===== config.mk =====
export PLATFORM = sky130hd
export DESIGN_NAME = uart_cmd_responder
export DESIGN_NICKNAME = d
export VERILOG_FILES = /design/src/rtl/uart_cmd_responder.sv
export SDC_FILE = /design/constraint.sdc
export NUM_CORES = 1
export LEC_CHECK = 0
export CELL_PAD_IN_SITES_DETAIL_PLACEMENT = 0
export CELL_PAD_IN_SITES_GLOBAL_PLACEMENT = 1
export CORE_MARGIN = 2
export CORE_UTILIZATION = 44
export CTS_BUF_LIST = sky130_fd_sc_hd__clkbuf_4 sky130_fd_sc_hd__clkbuf_8
export DETAILED_ROUTE_END_ITERATION = 6
export GPL_ROUTABILITY_DRIVEN = 0
export PLACE_DENSITY_LB_ADDON = 0.1
export SYNTH_ARGS = -nofsm -noshare
export SYNTH_HDL_FRONTEND = slang
export SYNTH_SLANG_ARGS = --single-unit

===== constraint.sdc =====
create_clock -name sys_clk -period 2.85 [get_ports sys_clk]
set_input_delay 0.57 -clock sys_clk [delete_from_list [all_inputs] [get_ports sys_clk]]
set_output_delay 0.57 -clock sys_clk [all_outputs]
set_load 0.02 [all_outputs]

===== src/rtl/uart_cmd_responder.sv =====
// uart_cmd_responder
//   Far-end command responder for the UART link. Parses 'W' ADDR DATA and
//   'R' ADDR frames from the receiver byte strobe. It accesses a local
//   16 x 8 register file and returns one response byte per frame through the
//   transmitter start/done handshake.
// Ports:
//   sys_clk, sys_rst_l      clock, async active-low reset
//   rx_dataH, rx_strobeH    received byte + one-cycle strobe
//   tx_startH, tx_dataH     one-cycle transmit request + response byte
//   tx_doneH                transmitter idle level (high = idle)
//   reg_fileH               flat register file, reg n = [8n+7:8n]
//   busyH                   high while a frame or response is in progress
//   frame_errH              pulse on timeout abort or byte dropped while busy
module uart_cmd_responder #(
    parameter int unsigned TIMEOUT_CYCLES = 100000
) (
    input  logic         sys_clk,
    input  logic         sys_rst_l,
    input  logic [7:0]   rx_dataH,
    input  logic         rx_strobeH,
    output logic         tx_startH,
    output logic [7:0]   tx_dataH,
    input  logic         tx_doneH,
    output logic [127:0] reg_fileH,
    output logic         busyH,
    output logic         frame_errH
);
    localparam logic [7:0]  OP_W    = 8'h57;
    localparam logic [7:0]  OP_R    = 8'h52;
    localparam logic [7:0]  RSP_OK  = 8'h4B;
    localparam logic [7:0]  RSP_ERR = 8'h3F;
    localparam logic [19:0] CNT_TERM = 20'(TIMEOUT_CYCLES - 1);

    typedef enum logic [2:0] {
        S_IDLE, S_GET_ADDR, S_GET_DATA, S_TX_START, S_TX_WAIT
    } state_t;

    state_t            state_q, state_d;
    logic              is_write_q, is_write_d;
    logic [7:0]        addr_q, addr_d;
    logic [19:0]       cnt_q, cnt_d;
    logic [7:0]        tx_data_q, tx_data_d;
    logic              tx_start_q, tx_start_d;
    logic [15:0][7:0]  regs_q, regs_d;
    logic              busy_q, busy_d;
    logic              ferr_q, ferr_d;
    logic              guard_q;

    logic in_frame;
    logic cnt_term;

    assign in_frame = (state_q == S_GET_ADDR) || (state_q == S_GET_DATA);
    // A strobe in the terminal cycle takes priority over the timeout.
    assign cnt_term = in_frame && !rx_strobeH && (cnt_q == CNT_TERM);

    // State and datapath registers
    always_ff @(posedge sys_clk or negedge sys_rst_l) begin
        if (!sys_rst_l) begin
            state_q    <= S_IDLE;
            is_write_q <= 1'b0;
            addr_q     <= '0;
            cnt_q      <= '0;
            tx_data_q  <= '0;
            tx_start_q <= 1'b0;
            regs_q     <= '0;
            busy_q     <= 1'b0;
            ferr_q     <= 1'b0;
            guard_q    <= 1'b0;
        end else begin
            state_q    <= state_d;
            is_write_q <= is_write_d;
            addr_q     <= addr_d;
            cnt_q      <= cnt_d;
            tx_data_q  <= tx_data_d;
            tx_start_q <= tx_start_d;
            regs_q     <= regs_d;
            busy_q     <= busy_d;
            ferr_q     <= ferr_d;
            // High in the first TX_WAIT cycle, while the transmitter is
            // still reacting to the start pulse.
            guard_q    <= (state_q == S_TX_START);
        end
    end

    // Next-state logic
    always_comb begin
        state_d = state_q;
        unique case (state_q)
            S_IDLE:
                if (rx_strobeH)
                    state_d = (rx_dataH == OP_W || rx_dataH == OP_R) ? S_GET_ADDR : S_TX_START;
            S_GET_ADDR:
                if (rx_strobeH)    state_d = is_write_q ? S_GET_DATA : S_TX_START;
                else if (cnt_term) state_d = S_IDLE;
            S_GET_DATA:
                if (rx_strobeH)    state_d = S_TX_START;
                else if (cnt_term) state_d = S_IDLE;
            S_TX_START:
                if (tx_start_q) state_d = S_TX_WAIT;
            S_TX_WAIT:
                if (!guard_q && tx_doneH) state_d = S_IDLE;
            default: state_d = S_IDLE;
        endcase
    end

    // Output and datapath next values. tx_startH is registered, so the start
    // request is launched one edge early from the tx_doneH level seen in
    // the preceding cycle. done only falls after a start, so it is still
    // high in the pulse cycle.
    always_comb begin
        is_write_d = is_write_q;
        addr_d     = addr_q;
        tx_data_d  = tx_data_q;
        tx_start_d = 1'b0;
        regs_d     = regs_q;
        ferr_d     = 1'b0;
        cnt_d      = (in_frame && !rx_strobeH) ? cnt_q + 20'd1 : '0;
        unique case (state_q)
            S_IDLE:
                if (rx_strobeH) begin
                    is_write_d = (rx_dataH == OP_W);
                    if (rx_dataH != OP_W && rx_dataH != OP_R) begin
                        tx_data_d  = RSP_ERR;
                        tx_start_d = tx_doneH;
                    end
                end
            S_GET_ADDR:
                if (rx_strobeH) begin
                    addr_d = rx_dataH;
                    if (!is_write_q) begin
                        tx_data_d  = (rx_dataH[7:4] == 4'h0) ? regs_q[rx_dataH[3:0]] : RSP_ERR;
                        tx_start_d = tx_doneH;
                    end
                end else if (cnt_term) begin
                    ferr_d = 1'b1;
                end
            S_GET_DATA:
                if (rx_strobeH) begin
                    if (addr_q[7:4] == 4'h0) begin
                        regs_d[addr_q[3:0]] = rx_dataH;
                        tx_data_d           = RSP_OK;
                    end else begin
                        tx_data_d = RSP_ERR;
                    end
                    tx_start_d = tx_doneH;
                end else if (cnt_term) begin
                    ferr_d = 1'b1;
                end
            S_TX_START: begin
                if (!tx_start_q && tx_doneH) tx_start_d = 1'b1;
                if (rx_strobeH) ferr_d = 1'b1;
            end
            S_TX_WAIT:
                if (rx_strobeH) ferr_d = 1'b1;
            default: ;
        endcase
        busy_d = (state_d != S_IDLE);
    end

    assign tx_startH  = tx_start_q;
    assign tx_dataH   = tx_data_q;
    assign reg_fileH  = regs_q;
    assign busyH      = busy_q;
    assign frame_errH = ferr_q;
endmodule


==> impl_metrics.ini, run 1 <==
[status]
status = finished, final reports clean

[routing]
detail-route-antenna-nets = 0
drt-initial-drc-count = 366
wl_per_cell_um = 22.2
viasPerCell = 5.63
wirelength_um = 22500
first_pass_iters = 5
num_vias = 5699
drcViolationCount = 0

[synth]
synth_edf_count = 0
synth.avg_cell_area_um2 = 13.3
yosysTopAreaCellShare = 0.537
synth_ff_type = dfrtp_1
ys_top_cells_by_area = dfrtp_1 54%, mux2_2 21%, mux4_2 5.6%
ys_ff_latch = 172
syn_nets = 614
ys_warn_count = 0
ys_seq_area_frac = 0.537
yosysTopAreaCell = dfrtp_1
synth.distinct_cells = 51
async_reset_ff_frac = 1.00
post_synth_inst_count = 601
syn_area_um2 = 8020

[run]
maxCapViolCount = 0

[critical_path]
r2r_slack_ns = 0.44
setup.worst_path.end_class = flop
r2r_cells = 5
r2r-end = reg_fileH[12]
cp-start-kind = flop
arrival_ns = 2.77
r2r-start = state_q[0]
crit_type = reg2reg
worst_ep_required_time_ns = 3.20
path_max_fanout = 11

[die]
start_util = 0.448
row_count = 49
dieArea_um2 = 19300
core_um2 = 17900
die_h_um = 139
io_pins = 151
fp.dieW_um = 139

[clocking]
cts_tree = yes
clock_latency_ns = 0.47
ctsResizeCount = 0
cts_root_buffer = clkbuf_8
clk_path_buf_depth = 2
post_cts_buffers = 0
htree_levels = 4
cts_sinks = 172
numCtsBuffers = 17
cts_hold_repair.buffers = 0
path_clk_slew_ns = 0.09

[power]
max-vdd-ir-drop_mv = 0.425
finalPower_mw = 7.40
leakagePower_nw = 4.57
power_density_nw_per_um2 = 710

[place]
hpwlAfterDp_um = 15900
dp_cells = 982
io_buffers = 150

[sta]
min_period_over_period = 0.847
hold_viol_final = 0
period_needed_ns = 2.41
tns_ns = 0
slew-limit-headroom = 0.608
max_freq_mhz = 414
rsz0062_at_grt = no
worstMarginPinSlew_ns = 0.588
drv_slew = 0
finClkSkew_ns = 0.0125
setup_viol = 0

[layout]
final_cells = 1013
multiInputGateArea_um2 = 3530
fillers = 1452
syn2layout_area_growth_pct = 30.0
diodes = 0
final-seq-area_um2 = 4300
fin_nets = 785
final_cell_mix = 172 x dfrtp_1, 150 x mux2_2, 148 x clkdlybuf4s50_1
drive_above_1_share = 0.334
fin_util = 0.582
final_common_cell = dfrtp_1

[grt]
antenna_found_initial = 0
grt_max_degree = 78
grt_first_pass_wirelength_um = 35100
first_global_vias = 6023
grt_usage = 0.238
overflow = 0

[min_path]
hold_path_class = in2async
## registers in the layout (all words and copies together) (netlist names)
| signal | flops |
|---|---|
| cnt_q | 20 |
| busyH | 1 |
| is_write_q | 1 |
| guard_q | 1 |
| tx_startH | 1 |
| frame_errH | 1 |
| tx_dataH | 8 |
| reg_fileH | 128 |
| addr_q | 8 |
| state_q | 3 |
## cell type report
class	instances	area share
well taps	229	0.0275
clock buffers	18	0.0238
repair buffers	189	0.179
flip-flops and latches	172	0.413
clock inverters	13	0.0151
inverters	8	0.00288
multi-input cells	384	0.339
## cells by family (layout without fill, tap and decap cells)
| logic type | after synthesis | count (layout) | synth area share |
|---|---|---|---|
| multiplexers | 182 | 182 | 0.282 |
| flip-flops | 172 | 172 | 0.537 |
| AND/OR/NAND/NOR | 130 | 130 | 0.0944 |
| AO/OA/AOI/OAI | 56 | 56 | 0.0457 |
| buffers and inverters | 45 | 228 | 0.0229 |
| XOR/XNOR | 15 | 15 | 0.0164 |
| adder cells (fa/ha/maj) | 1 | 1 | 0.00156 |
## worst max path at each step
stage                      startpoint            end  slack (ns)  cells after the start
after CTS                  state_q[0]  reg_fileH[12]        0.46                      5
after global routing       state_q[1]  reg_fileH[12]        0.35                      5
after detailed placement   rx_strobeH  reg_fileH[14]        0.13                      5
after global placement     rx_strobeH   reg_fileH[8]        0.16                      5
final                      state_q[0]  reg_fileH[12]        0.44                      5
after floorplan           rx_dataH[1]    tx_dataH[6]        0.67                      7
## cells in the mapped netlist (all sizes together) (8+ instances only)
master	number
buf	9
nand2	22
o22ai	9
o21ai	11
xnor2	10
mux2	150
nor3	8
nand3	8
dfrtp	172
mux2i	12
nor2	44
a21oi	12
mux4	20
inv	8
clkbuf	28
## worst max-delay path, stage by stage, from the launching register on
cell and delay, ns:
dfrtp_1 0.52, nor3b_4 0.37, nand4_2 0.14, or3_1 0.49
nor2_4 0.40, mux2_2 0.38
## power by group
group          switching (mW)  internal [mW]  total, mW
Clock                   0.974          0.822       1.80
Combinational            1.14           1.16       2.31
Sequential              0.440           2.86       3.30
Total                    2.56           4.84       7.40
## through the flow
stage | hold slack, ns | setup slack (ns) | area [µm²]
finish | 0.0581 | 0.435 | 10400
global route | 0.0643 | 0.349 | 10400
CTS | 0.0708 | 0.460 | 10400
detailed placement | 0.454 | 0.132 | 10000
global placement | 0.438 | 0.161 | 10000
floorplan | 0.274 | 0.670 | 8020
## per-layer routing
metal	global-route usage	up-vias	share of wire
met3	0.0656	26	0.053
met2	0.403	159	0.51
li1	-	2539	-
met4	0.0654	0	0.016
met5	0	-	0
met1	0.302	2975	0.42
(Power assumes the default switching activity.)
==> run 2, diff against run 1 <==
Settings changed: CORE_UTILIZATION 44 to 40.
Clock period 2.85 ns to 2.2 ns, I/O delays scaled along.
==> run 2 against run 1 <==
  * First-iteration DRC count decreased by 9.0%
  * Global-route usage decreased by 1.3 points
  * Flip-flop and latch count unchanged
  * Fmax increased by 14%
  * Sequential share of layout area decreased by 1.6 points
  * Hold slack improved by 0.30 ns
  * Die area increased by 9.7%
  * Total power increased by 31%
  * Clock skew increased by 0.0016 ns
  * Setup slack got worse by 0.36 ns
  * Critical endpoint unchanged
  * Largest cell class unchanged
  * Largest power group unchanged
==> impl_metrics.ini, run 2 (synthesis gave the netlist of run 1 again) <==
[place]
dp_cells = 1048
hpwlAfterDp_um = 16900
place_area_um2 = 10400
io_buffers = 150

[grt]
first_global_vias = 6063
antenna_found_initial = 0
grt_usage = 0.224
grt_max_degree = 58
grt_first_pass_wirelength_um = 36500
overflow = 0

[routing]
viasPerCell = 5.33
detail-route-antenna-nets = 0
drt-initial-drc-count = 333
num_vias = 5782
first_pass_iters = 4
drcViolationCount = 0
wl_per_cell_um = 21.2
wirelength_um = 23000

[layout]
final_common_cell = dfrtp_1
fin_nets = 819
final_cells = 1084
final_cell_mix = 172 x dfrtp_1, 150 x mux2_2, 148 x clkdlybuf4s50_1
syn2layout_area_growth_pct = 35.1
drive_above_1_share = 0.363
diodes = 0
final_cell_area_um2 = 10800
largest_reg_flops = 128
fin_util = 0.553

[clocking]
numCtsBuffers = 17
htree_levels = 4
clk_path_buf_depth = 2
path_clk_slew_ns = 0.10
clock_latency_ns = 0.47
cts_tree = yes
cts_root_buffer = clkbuf_8
cts_sinks = 172

[sta]
min_period_over_period = 0.964
period_needed_ns = 2.12
rsz0062_at_grt = no
worstMarginPinSlew_ns = 0.475
drv_slew = 0
finClkSkew_ns = 0.0141
max_freq_mhz = 471
slew-limit-headroom = 0.684
setup_viol = 0
whs_ns = 0.362
hold_viol_final = 0

[power]
power_density_nw_per_um2 = 896
max-vdd-ir-drop_mv = 0.416
leakagePower_nw = 4.77

[status]
status = finished, final reports clean

[critical_path]
arrival_ns = 2.47
crit_chain = nor3b_4 -> nand4_2 -> or3_1 -> buf_4 -> nor2_4 -> mux2_2
cp_slowest_cell = dfrtp_1
cp-start-kind = flop
crit_type = reg2reg
path_max_fanout = 8
worst_ep_required_time_ns = 2.55
slowest_delay_ns = 0.42
setup.worst_path.end_class = flop

[die]
row_count = 51
fp.dieW_um = 146
start_util = 0.409
io_pins = 151
dieArea_um2 = 21200
die_h_um = 146
core_um2 = 19600

[run]
maxCapViolCount = 0

[min_path]
hold_path_class = in2reg
run 2: final timing paths:
path,from,slack (ns),end,cells after the start
max,state_q[0],0.08,reg_fileH[12],6
min,rx_dataH[1],0.36,reg_fileH[57],2
max reg2reg,state_q[0],0.08,reg_fileH[12],6
min reg2reg,cnt_q[0],0.45,cnt_q[0],1
max in group asynchronous,sys_rst_l,1.02,cnt_q[11],3
min in group asynchronous,sys_rst_l,0.45,reg_fileH[53],2
run 2: repair_timing:
action / in CTS / in global routing
setup buffers: 0 / 3
endpoints found under the hold margin: 36 / 0
endpoints found under the setup margin: 0 / 3
resized for setup: 0 / 1
hold buffers: 1 / 0
run 2: cell type report:
class,instances,area (µm²)
clock inverters,15,163
flip-flops and latches,172,4300
well taps,265,332
inverters,8,30.0
clock buffers,17,234
repair buffers,223,2240
fillers,1691,8760
multi-input cells,384,3530
run 2: per-layer routing:
layer	vias to the layer above	part of all wire	wire length [µm]	global-route usage
met4	0	0.011	263	0.0608
li1	2614	-	-	-
met5	-	0	0	0
met3	16	0.059	1370	0.0495
met2	185	0.45	10300	0.342
met1	2967	0.48	11000	0.325
run 2: per-stage QoR:
stage          power [mW]  TNS [ns]  setup slack [ns]
4_1_cts              9.80         0            0.0437
3_5_place_dp         7.50    -34.26            -0.406
5_1_grt              10.2         0          0.000588
6_report             9.71         0            0.0782
2_1_floorplan        5.91         0             0.150
3_3_place_gp         7.45    -32.90            -0.381
run 2: power by group:
group,total (mW),switching [mW],internal [mW]
sequential,4.23,0.530,3.70
combinational,3.22,1.59,1.62
clock,2.26,1.23,1.03
total,9.71,3.36,6.35
run 2: critical path, delay by kind of cell (launching register included):
family	cells	cell delay, ns
and+or+nand+nor	4	1.03
muxes	1	0.38
DFF	1	0.42
buffers and inverters	1	0.18
